===== src/rtl/branch_update_ctrl_pkg.sv =====
// Shared branch-predictor definitions: default geometry and the update-controller state encoding.
package branch_update_ctrl_pkg;

    localparam int QDEPTH_DEF = 4;
    localparam int HIST_DEF   = 8;
    localparam int IDX_DEF    = 12;

    typedef enum logic {
        ST_RUN   = 1'b0,
        ST_FLUSH = 1'b1
    } ctrl_state_t;

    // Width of a counter that must hold 0..depth inclusive.
    function automatic int count_width(input int depth);
        return $clog2(depth) + 1;
    endfunction

endpackage


===== src/rtl/branch_queue.sv =====
// In-flight branch FIFO: push at tail, pop at head, single-cycle clear; pointers wrap modulo DEPTH.
module branch_queue #(
    parameter int DEPTH = 4,
    parameter int W     = 41
) (
    input  logic                     clk,
    input  logic                     rst_n,
    input  logic                     push,
    input  logic                     pop,
    input  logic                     clear,
    input  logic [W-1:0]             wdata,
    output logic [W-1:0]             rdata,
    output logic                     full,
    output logic                     empty,
    output logic [$clog2(DEPTH):0]   count
);

    localparam int PW = $clog2(DEPTH);

    logic [W-1:0]  mem [DEPTH];
    logic [PW-1:0] wr_ptr;
    logic [PW-1:0] rd_ptr;
    logic          do_push;
    logic          do_pop;

    assign full    = (count == DEPTH[PW:0]);
    assign empty   = (count == '0);
    assign rdata   = mem[rd_ptr];
    assign do_push = push && !full;
    assign do_pop  = pop && !empty;

    always_ff @(posedge clk) begin
        if (do_push && !clear) begin
            mem[wr_ptr] <= wdata;
        end
    end

    // Clear dominates any same-cycle push or pop.
    always_ff @(posedge clk) begin
        if (!rst_n || clear) begin
            wr_ptr <= '0;
            rd_ptr <= '0;
            count  <= '0;
        end else begin
            if (do_push) begin
                wr_ptr <= wr_ptr + 1'b1;
            end
            if (do_pop) begin
                rd_ptr <= rd_ptr + 1'b1;
            end
            if (do_push && !do_pop) begin
                count <= count + 1'b1;
            end else if (do_pop && !do_push) begin
                count <= count - 1'b1;
            end
        end
    end

endmodule


===== src/rtl/branch_update_ctrl.sv =====
// Tracks predicted branches between fetch and execute, maintains speculative/committed history,
// emits predictor-table updates and a one-cycle flush on misprediction.
module branch_update_ctrl
    import branch_update_ctrl_pkg::*;
#(
    parameter int QDEPTH = QDEPTH_DEF,
    parameter int HIST   = HIST_DEF,
    parameter int IDX    = IDX_DEF
) (
    input  logic                           clk,
    input  logic                           rst_n,
    input  logic                           alloc_valid,
    input  logic [31:0]                    alloc_pc,
    input  logic                           alloc_pred,
    output logic                           alloc_ready,
    input  logic                           res_valid,
    input  logic                           res_taken,
    output logic [HIST-1:0]                spec_hist,
    output logic                           upd_valid,
    output logic [IDX-1:0]                 upd_index,
    output logic                           upd_taken,
    output logic                           flush,
    output logic [31:0]                    branch_cnt,
    output logic [31:0]                    correct_cnt,
    output logic                           err_underflow,
    output logic                           dbg_state,
    output logic [count_width(QDEPTH)-1:0] dbg_count
);

    localparam int EW = 32 + 1 + HIST;

    ctrl_state_t   state_q;
    ctrl_state_t   state_d;
    logic [HIST-1:0] commit_hist;
    logic [HIST-1:0] commit_next;

    logic          q_full;
    logic          q_empty;
    logic [EW-1:0] q_wdata;
    logic [EW-1:0] q_rdata;

    logic            accept;
    logic            pop;
    logic            mispredict;
    logic [31:0]     head_pc;
    logic            head_pred;
    logic [HIST-1:0] head_snap;
    logic [IDX-1:0]  pop_index;

    // Entry layout: {pc, prediction, history snapshot at allocation}.
    assign q_wdata   = {alloc_pc, alloc_pred, spec_hist};
    assign head_pc   = q_rdata[EW-1 -: 32];
    assign head_pred = q_rdata[HIST];
    assign head_snap = q_rdata[HIST-1:0];

    assign alloc_ready = (state_q == ST_RUN) && !q_full;
    assign accept      = alloc_valid && alloc_ready;
    assign pop         = res_valid && !q_empty;
    assign mispredict  = pop && (res_taken != head_pred);
    assign commit_next = {commit_hist[HIST-2:0], res_taken};

    // High index bits fold the allocation-time history into the PC; low bits are plain PC.
    assign pop_index = {head_snap ^ head_pc[IDX+1:IDX-HIST+2], head_pc[IDX-HIST+1:2]};

    assign dbg_state = state_q;

    branch_queue #(
        .DEPTH (QDEPTH),
        .W     (EW)
    ) u_queue (
        .clk   (clk),
        .rst_n (rst_n),
        .push  (accept && !mispredict),
        .pop   (pop),
        .clear (mispredict),
        .wdata (q_wdata),
        .rdata (q_rdata),
        .full  (q_full),
        .empty (q_empty),
        .count (dbg_count)
    );

    always_ff @(posedge clk) begin
        if (!rst_n) begin
            state_q <= ST_RUN;
        end else begin
            state_q <= state_d;
        end
    end

    always_comb begin
        state_d = state_q;
        case (state_q)
            ST_RUN: begin
                if (mispredict) begin
                    state_d = ST_FLUSH;
                end
            end
            ST_FLUSH: begin
                state_d = ST_RUN;
            end
            default: begin
                state_d = ST_RUN;
            end
        endcase
    end

    always_ff @(posedge clk) begin
        if (!rst_n) begin
            spec_hist     <= '0;
            commit_hist   <= '0;
            upd_valid     <= 1'b0;
            upd_index     <= '0;
            upd_taken     <= 1'b0;
            flush         <= 1'b0;
            branch_cnt    <= '0;
            correct_cnt   <= '0;
            err_underflow <= 1'b0;
        end else begin
            upd_valid <= pop;
            flush     <= mispredict;
            if (pop) begin
                upd_index   <= pop_index;
                upd_taken   <= res_taken;
                commit_hist <= commit_next;
                branch_cnt  <= branch_cnt + 32'd1;
                if (!mispredict) begin
                    correct_cnt <= correct_cnt + 32'd1;
                end
            end
            // A mispredict discards any same-cycle allocation and its history shift.
            if (mispredict) begin
                spec_hist <= commit_next;
            end else if (accept) begin
                spec_hist <= {spec_hist[HIST-2:0], alloc_pred};
            end
            if (res_valid && q_empty) begin
                err_underflow <= 1'b1;
            end
        end
    end

endmodule


===== config.mk =====
export PLATFORM = sky130hd
export DESIGN_NAME = branch_update_ctrl
export DESIGN_NICKNAME = d
export VERILOG_FILES = /design/src/rtl/branch_update_ctrl_pkg.sv /design/src/rtl/branch_queue.sv /design/src/rtl/branch_update_ctrl.sv
export SDC_FILE = /design/constraint.sdc
export NUM_CORES = 1
export LEC_CHECK = 0
export CAP_MARGIN = 30
export CORE_MARGIN = 2
export CORE_UTILIZATION = 48
export DETAILED_ROUTE_END_ITERATION = 8
export GPL_TIMING_DRIVEN = 0
export PLACE_DENSITY = 0.86
export SKIP_CTS_REPAIR_TIMING = 1
export SLEW_MARGIN = 30
export SYNTH_ARGS = -nofsm -noshare
export SYNTH_HDL_FRONTEND = slang
export SYNTH_SLANG_ARGS = --single-unit

===== constraint.sdc =====
create_clock -name clk -period 3 [get_ports clk]
set_input_delay 0.6 -clock clk [delete_from_list [all_inputs] [get_ports clk]]
set_output_delay 0.6 -clock clk [all_outputs]
set_load 0.005 [all_outputs]

* Word level (Yosys, flattened, before mapping)
Memory sizes are Yosys's and may differ from the RTL's. A register that Yosys moved wholly into a read port is not among the register bits.
Index checks and enable logic that the tools add are counted.
** Cells by class
- Add/sub/neg operators :: 6
- Eq/ne operators :: 2
- Mux-type cells :: 10
- Bitwise logic cells :: 3
- Reductions and logical operators :: 22
** Operators by type and width (count)
- adder 32 x 1 -> 32 bit, second input constant :: 2
- 2-to-1 mux 8 bit :: 2
- logical AND 1 bit :: 11
- XOR 8 bit :: 1
- zero test 1 bit :: 6
- 2-to-1 mux 3 bit :: 2
- adder 2 x 1 -> 2 bit, second input constant :: 2
- 2-to-1 mux 2 bit :: 2
- nonzero test 2 bit :: 2
- adder 3 x 1 -> 3 bit, second input constant :: 1
- == test 3 bit, second input constant :: 1
- zero test 3 bit :: 1
- 2-to-1 mux 1 bit :: 3
- subtractor 3 x 1 -> 3 bit, second input constant :: 1
- NOT 1 bit :: 2
- case mux 1 bit (2 select lines) :: 1
- AND reduction 2 bit :: 1
- logical OR 1 bit :: 1
- != test 1 bit :: 1
** Word-level totals
- Register bits after elaboration :: 103
- RAM bits :: 164
- Input bits :: 38
- Word-level logic and storage cells :: 57
- Memories kept :: 1
** Memories
- u_queue.mem :: words 4, width 41, rd ports 1, clocked after Yosys merged registers in 1, wr ports 1, RTL line branch_queue.sv:20 : logic [W-1:0] mem [DEPTH];

* Depth between registers and ports, before layout
Gate-level depths: netlist of run 1.
- Word-level depth :: 11
- Gate-level depth with buffers :: 14
- Gate-level depth less buffers :: 11

* Hierarchy
Synthesis of run 1 repeated with hierarchy kept, for this count alone.
** Unflattened totals
- Cells, all modules :: 768
- Area, all modules :: 10770.3 um^2
** Modules (own cells, without submodules)
- branch_queue :: times used 1, cells an instance 266, area an instance 6451.2 um^2
- branch_update_ctrl :: times used 1, cells an instance 502, area an instance 4319.1 um^2

* Worst setup path before layout of run 1
OpenSTA, ideal clock, no wires.
- Path kind :: register to register
- From :: register with a tool-made name
- To :: register u_queue.count[2]
- Arrival :: 2.760 ns
- Setup slack :: 0.121 ns
- Stages on the path, launching flop included :: 13
- Path buffers :: 1
- Period minus slack after synthesis :: 2.879 ns
- Cell sequence :: dfxtp_1 > mux4_2 > xor2_1 > nand2_1 > clkbuf_1 > and2_1 > ha_1 > inv_1 > fa_1 > xor2_1 > nor2_1 > xnor2_1 > nor2_1
** RTL lines
- end signal: assignment :: RTL line branch_queue.sv:52 : count <= count + 1'b1;
- end signal: assignment :: RTL line branch_queue.sv:54 : count <= count - 1'b1;
- end: declaration :: RTL line branch_queue.sv:15 : output logic [$clog2(DEPTH):0] count

==> results.py, run 1 <==
metrics = {
    "power": {
        "p_int_mw": 5.02,
        "p_leak_nw": 3.60,
        "ir_drop_v": 0.000587,
        "p_per_area_nw_per_um2": 727,
        "switchingPower_mw": 2.18,
        "sequentialPowerShare_pct": 45.6,
        "combPwrFrac_pct": 23.1,
        "p_clk_share_pct": 31.4,
        "p_sw_share_pct": 30.3,
    },
    "logic_synthesis": {
        "synth_fp_nets": 708,
        "synth_mux_area_share_pct": 5.75,
        "synth_top_family_by_area": "simple AND/OR/NAND/NOR gates",
        "synthDistinctLibCells": 40,
        "syn-cell-area_sq_um": 7880,
        "netlist.area_leader.share_pct": 32.0,
        "yosysWarnings": 0,
        "synth_compound_area_share_pct": 5.32,
        "synthTopCellsByArea": "edfxtp_1 32%, dfxtp_1 26%, xnor2_1 6.7%, and2_1 3.9%, mux4_2 3.7%",
        "syn_inst": 662,
        "synth-seq-cells": 188,
        "synth_adder_area_share_pct": 1.37,
        "yosys.area_share.simple_pct": 17.3,
        "ys_seq_area_share_pct": 58.4,
        "synth_top_area_cell": "edfxtp_1",
        "syn_avg_cell_area_sq_um": 11.9,
        "synth_xor_area_share_pct": 9.80,
    },
    "floorplanning": {
        "die_area_sq_um": 17500,
        "fp.dieH_microns": 132,
        "coreArea_sq_um": 15900,
        "die_w_microns": 132,
        "initial_core_util_pct": 49.4,
        "rows": 46,
        "ios": 131,
    },
    "routing": {
        "antenna_left": 0,
        "drtIter0Drc": 423,
        "wirelength_microns": 17400,
        "vias": 5452,
        "drc": 0,
        "wl_per_cell_microns": 17.0,
        "routed_via_density": 5.35,
        "drt_first_pass_iters": 5,
    },
    "sta": {
        "finalHoldViolations": 0,
        "tns_ps": 0,
        "max_freq_ghz": 0.353,
        "min_period_ps": 2840,
        "setup_viol_count_final": 0,
        "slew_headroom_pct": 39.5,
        "clock_skew_ps": 8.62,
        "worst_slack_ps": 164,
        "slew_violations": 0,
        "worstMarginPinSlew_ps": 899,
        "fin_crit_sh_pct": 94.5,
    },
    "worst_setup_path": {
        "cp-start-kind": "register",
        "cp.required_ps": 3330,
        "crit_path_frequent_cell": "nor2_1",
        "cp_cell_sequence": "mux4_2 > xor2_4 > nand2_1 > buf_6 > and2_1 > ha_1 > inv_1 > fa_1 > xor2_1 > nor2_1 > xnor2_1 > nor2_1",
        "critical_path_peak_fanout": 10,
        "worstSetupEndpointType": "register",
        "max_stage_delay_ps": 600,
        "crit_type": "register to register",
        "worstPathArrival_ps": 3160,
        "slowest_stage": "mux4_2",
    },
    "clock_network": {
        "cts_root_buf": "clkbuf_16",
        "clockBufferDepth": 2,
        "cts_tree": "done",
        "cts_sinks": 188,
        "htreeDepth": 4,
        "clk_pin_slew_ps": 70,
        "clk_latency_ps": 440,
        "numCtsBuffers": 17,
    },
    "global_route": {
        "grt_max_degree": 22,
        "overflow": 0,
        "grt_pass1_wl_microns": 28100,
        "grt_pass1_vias": 5458,
        "grt.total_usage_pct": 20.7,
        "grt_antenna_before_repair": 0,
    },
    "job": {
        "drv_cap": 0,
    },
    "placed_design": {
        "port_buffers": 109,
        "place_congestion": 0.801,
        "dpl_cell_area_sq_um": 9240,
        "dp_hpwl_microns": 11800,
        "pre_cts_ws_ps": -610,
    },
    "cells_and_area": {
        "final_common_cell": "clkdlybuf4s50_1",
        "final_cell_mix": "109 x clkdlybuf4s50_1, 103 x dfxtp_1, 84 x edfxtp_1",
        "antenna_cells": 0,
        "drive_gt1_share_pct": 8.97,
        "layout.nets": 836,
        "n_fill_cell": 1205,
        "area_delta_synth_final_pct": 25.6,
        "stdcell_area_sq_um": 9900,
    },
    "status": {
        "status": "finished, final reports clean",
    },
    "hold_path": {
        "hold_class": "register to register",
    },
}
[cells by family (layout without fill, tap and decap cells)]
group           Yosys count  in the layout
mux                      29             29
flops                   188            188
simple gates            257            257
fa+ha+maj                 8              8
buf+inv                  40            181
compound gates           54             54
xor+xnor                 86             86
[through the flow]
step / std cells / utilization [%] / hold WS [ps] / power, mW
2_1_floorplan: 662 / - / 442 / 4.26
3_3_place_gp: 987 / 58.0 / 452 / 4.87
3_5_place_dp: 987 / 58.0 / 469 / 4.92
4_1_cts: 1019 / 61.7 / 479 / 7.18
5_1_grt: 1019 / 62.1 / 505 / 7.52
6_report: 1019 / 62.1 / 474 / 7.20
[layout make-up]
cell class              instances  area (sq um)  share of cell area [%]
plain buffers                  27           120                    1.21
clock buffers                  17           425                    4.30
clock inverters                15           164                    1.66
inverters                      12          45.0                   0.455
multi-input cells             434          3160                    32.0
flip-flops and latches        188          4610                    46.6
well taps                     216           270                    2.73
repair buffers                110          1100                    11.1
[power groups by stage]
stage	Combinational (mW)	Sequential, mW	Clock (mW)
2_1_floorplan	0.985	3.27	0
3_3_place_gp	1.55	3.32	0
3_5_place_dp	1.59	3.33	0
4_1_cts	1.62	3.28	2.28
5_1_grt	1.82	3.32	2.38
6_report	1.66	3.28	2.26
[worst max-delay path: cells and delay by family (launching register included)]
kind,cells,cell delay [ps]
mux,1,600
fa+ha+maj,2,560
xor+xnor,3,510
simple gates,4,450
flops,1,380
buf+inv,2,210
[registers in the layout, indices dropped and copies added, names as in the netlist, named ones only]
name            cells
u_queue.mem        84
branch_cnt         32
correct_cnt        32
upd_index          12
spec_hist           8
commit_hist         7
u_queue.count       3
u_queue.rd_ptr      2
u_queue.wr_ptr      2
dbg_state           1
err_underflow       1
flush               1
upd_valid           1
[cells in the mapped netlist, drive strengths merged]
| cell type | count |
|---|---|
| nor4b | 2 |
| nand3 | 22 |
| o21ai | 9 |
| nor4 | 17 |
| nand2 | 76 |
| nor2 | 17 |
| o31ai | 1 |
| ha | 7 |
| nor3 | 11 |
| mux2i | 16 |
| and2 | 49 |
| mux4 | 13 |
| edfxtp | 84 |
| xor2 | 25 |
| nor2b | 5 |
| clkbuf | 21 |
| buf | 7 |
| o21a | 1 |
| or3 | 9 |
| dfxtp | 104 |
| inv | 12 |
| nand4 | 22 |
| or2 | 3 |
| xnor2 | 61 |
| o311ai | 1 |
| o211a | 15 |
| fa | 1 |
| or4 | 2 |
| a21boi | 23 |
| a21oi | 4 |
| and3 | 11 |
| nand2b | 7 |
| and4 | 4 |
[path summary, 6_finish.rpt]
kind,from,slack (ps),endpoint,depth (start not counted)
max reg2reg,register,160,u_queue.count[2]$_SDFFE_PP0P_,12
max,register,160,u_queue.count[2]$_SDFFE_PP0P_,12
min,upd_index[0]$_SDFFE_PN0P_,470,upd_index[0]$_SDFFE_PN0P_,2
min reg2reg,upd_index[0]$_SDFFE_PN0P_,470,upd_index[0]$_SDFFE_PN0P_,2
[layer usage]
layer	part of all wire (%)	GRT usage (%)	wire, microns	vias to the layer above
li1	-	-	-	2595
met4	2.2	8.39	377	0
met1	42	24.9	7290	2671
met5	0	0	0	-
met3	5.0	5.07	867	28
met2	51	35.7	8820	158
No activity file was read; power rests on OpenSTA's default activity.
==> run 2: changes to the inputs <==
GPL_ROUTABILITY_DRIVEN = 0   (was default)
SETUP_SLACK_MARGIN = 0.05   (was default)
==> results.py, run 2 (synthesis results as in run 1) <==
metrics = {
    "global_route": {
        "grt.total_usage_pct": 20.7,
        "overflow": 0,
        "grt_pass1_vias": 5458,
        "grt_antenna_before_repair": 0,
        "grt_max_degree": 22,
        "grt_pass1_wl_microns": 28100,
    },
    "clock_network": {
        "htreeDepth": 4,
        "clk_latency_ps": 440,
        "cts_sinks": 188,
        "clockBufferDepth": 2,
        "numCtsBuffers": 17,
        "cts_tree": "done",
        "clk_pin_slew_ps": 70,
        "cts_root_buf": "clkbuf_16",
    },
    "status": {
        "status": "finished, final reports clean",
    },
    "floorplanning": {
        "ios": 131,
        "die_w_microns": 132,
        "fp.dieH_microns": 132,
        "die_area_sq_um": 17500,
        "rows": 46,
        "coreArea_sq_um": 15900,
        "initial_core_util_pct": 49.4,
    },
    "cells_and_area": {
        "stdcell_area_sq_um": 9910,
        "ff_latch_area_sq_um": 4610,
        "antenna_cells": 0,
        "largest_reg_flops": 84,
        "n_fill_cell": 1199,
        "top_register": "u_queue.mem",
        "area_delta_synth_final_pct": 25.8,
        "final_common_cell": "clkdlybuf4s50_1",
        "final_cell_mix": "109 x clkdlybuf4s50_1, 103 x dfxtp_1, 84 x edfxtp_1",
        "drive_gt1_share_pct": 9.33,
        "multi_input_area_sq_um": 3170,
        "postLayoutCoreUtil_pct": 62.2,
        "reg_top3": "u_queue.mem: 84 flops, branch_cnt: 32 flops, correct_cnt: 32 flops",
        "layout.nets": 837,
    },
    "worst_setup_path": {
        "reg2reg_to": "u_queue.count[2]$_SDFFE_PP0P_",
        "slowest_stage": "clkdlybuf4s50_1",
        "cp_top_family": "buffers and inverters",
        "cp-start-kind": "input port",
        "worstSetupEndpointType": "register",
        "critical_path_peak_fanout": 10,
        "worstPathArrival_ps": 3130,
        "cp_cell_sequence": "clkdlybuf4s50_1 > nor2b_1 > clkbuf_2 > clkbuf_1 > buf_1 > nand2_1 > o211a_1",
        "cp.required_ps": 3340,
        "max_stage_delay_ps": 620,
        "crit_type": "input port to register",
        "regToRegSetupSlack_ps": 240,
        "cp_num_buf_inv": 4,
        "rr_worst_depth": 12,
    },
    "placed_design": {
        "dp_hpwl_microns": 11800,
        "dpl_cell_area_sq_um": 9240,
        "port_buffers": 109,
    },
    "power": {
        "p_leak_nw": 3.61,
        "p_per_area_nw_per_um2": 728,
        "ir_drop_v": 0.000589,
    },
    "hold_path": {
        "min_to": "commit_hist[6]$_SDFFE_PN0P_",
        "hold_class": "register to register",
        "holdPathStages": 2,
        "hold_path_startpoint": "commit_hist[6]$_SDFFE_PN0P_",
    },
    "routing": {
        "wirelength_microns": 17300,
        "wl_per_cell_microns": 17.0,
        "drtIter0Drc": 486,
        "antenna_left": 0,
        "routed_via_density": 5.32,
        "vias": 5423,
        "drt_first_pass_iters": 5,
        "drc": 0,
    },
    "sta": {
        "finalHoldViolations": 0,
        "min_period_ps": 2800,
        "slew_headroom_pct": 35.6,
        "rsz0062_at_grt": "no",
        "clock_skew_ps": 8.78,
        "slew_violations": 0,
        "max_freq_ghz": 0.358,
        "setup_viol_count_final": 0,
        "fin_crit_sh_pct": 93.2,
        "worstMarginPinSlew_ps": 957,
    },
    "job": {
        "drv_cap": 0,
    },
}
run 2: changes by cell type in the layout (fill, tap and decap cells not counted), sizes merged:
cell and change:
clkbuf +1
run 2: tightest hold or removal path: stages (launching register included):
cell	delay (ps)
dfxtp_1	320
nand2_1	50
a21boi_0	60
run 2: cell type report:
class                      instances  area share [%]
sequential                       188            46.5
multi-input combinational        434            32.0
clock inverter                    15            1.65
timing repair buffer             111            11.2
clock buffer                      17            4.29
inverter                          12           0.454
tap                              216            2.73
buffer                            27            1.24
run 2: metrics by stage:
| stage | instances | hold WS (ps) | setup WS, ps | power (mW) | setup TNS (ps) |
|---|---|---|---|---|---|
| after floorplan | 662 | 442 | 121 | 4.26 | 0 |
| after global placement | 987 | 452 | -572 | 4.87 | -47550 |
| after detailed placement | 987 | 469 | -610 | 4.92 | -44760 |
| after CTS | 1019 | 479 | -407 | 7.18 | -10210 |
| after global routing | 1020 | 505 | 68.7 | 7.54 | 0 |
| final | 1020 | 475 | 204 | 7.21 | 0 |
run 2: routing by layer:
metal  track usage (%)  wire [microns]  up-vias
met3              5.07             895       32
met2              35.7            8830      159
met4              8.39             410        0
met1              24.9            7160     2628
li1                  -               -     2604
met5                 0               0        -
run 2: worst max path at each step:
stage,start,end,slack (ps),depth (start not counted)
detailed placement,alloc_valid,u_queue.count[2]$_SDFFE_PP0P_,-610,12
finish,res_valid,upd_index[7]$_SDFFE_PN0P_,200,7
global route,u_queue.count[2]$_SDFFE_PP0P_,u_queue.count[2]$_SDFFE_PP0P_,70,14
CTS,u_queue.count[2]$_SDFFE_PP0P_,u_queue.count[2]$_SDFFE_PP0P_,-410,13
global placement,alloc_valid,u_queue.mem[0][21]$_DFFE_PP_,-570,5
floorplan,register,u_queue.count[2]$_SDFFE_PP0P_,120,12
run 2: power by group:
part           switching (mW)  internal (mW)
Combinational           0.886          0.792
Sequential              0.236           3.05
Clock                    1.06           1.19
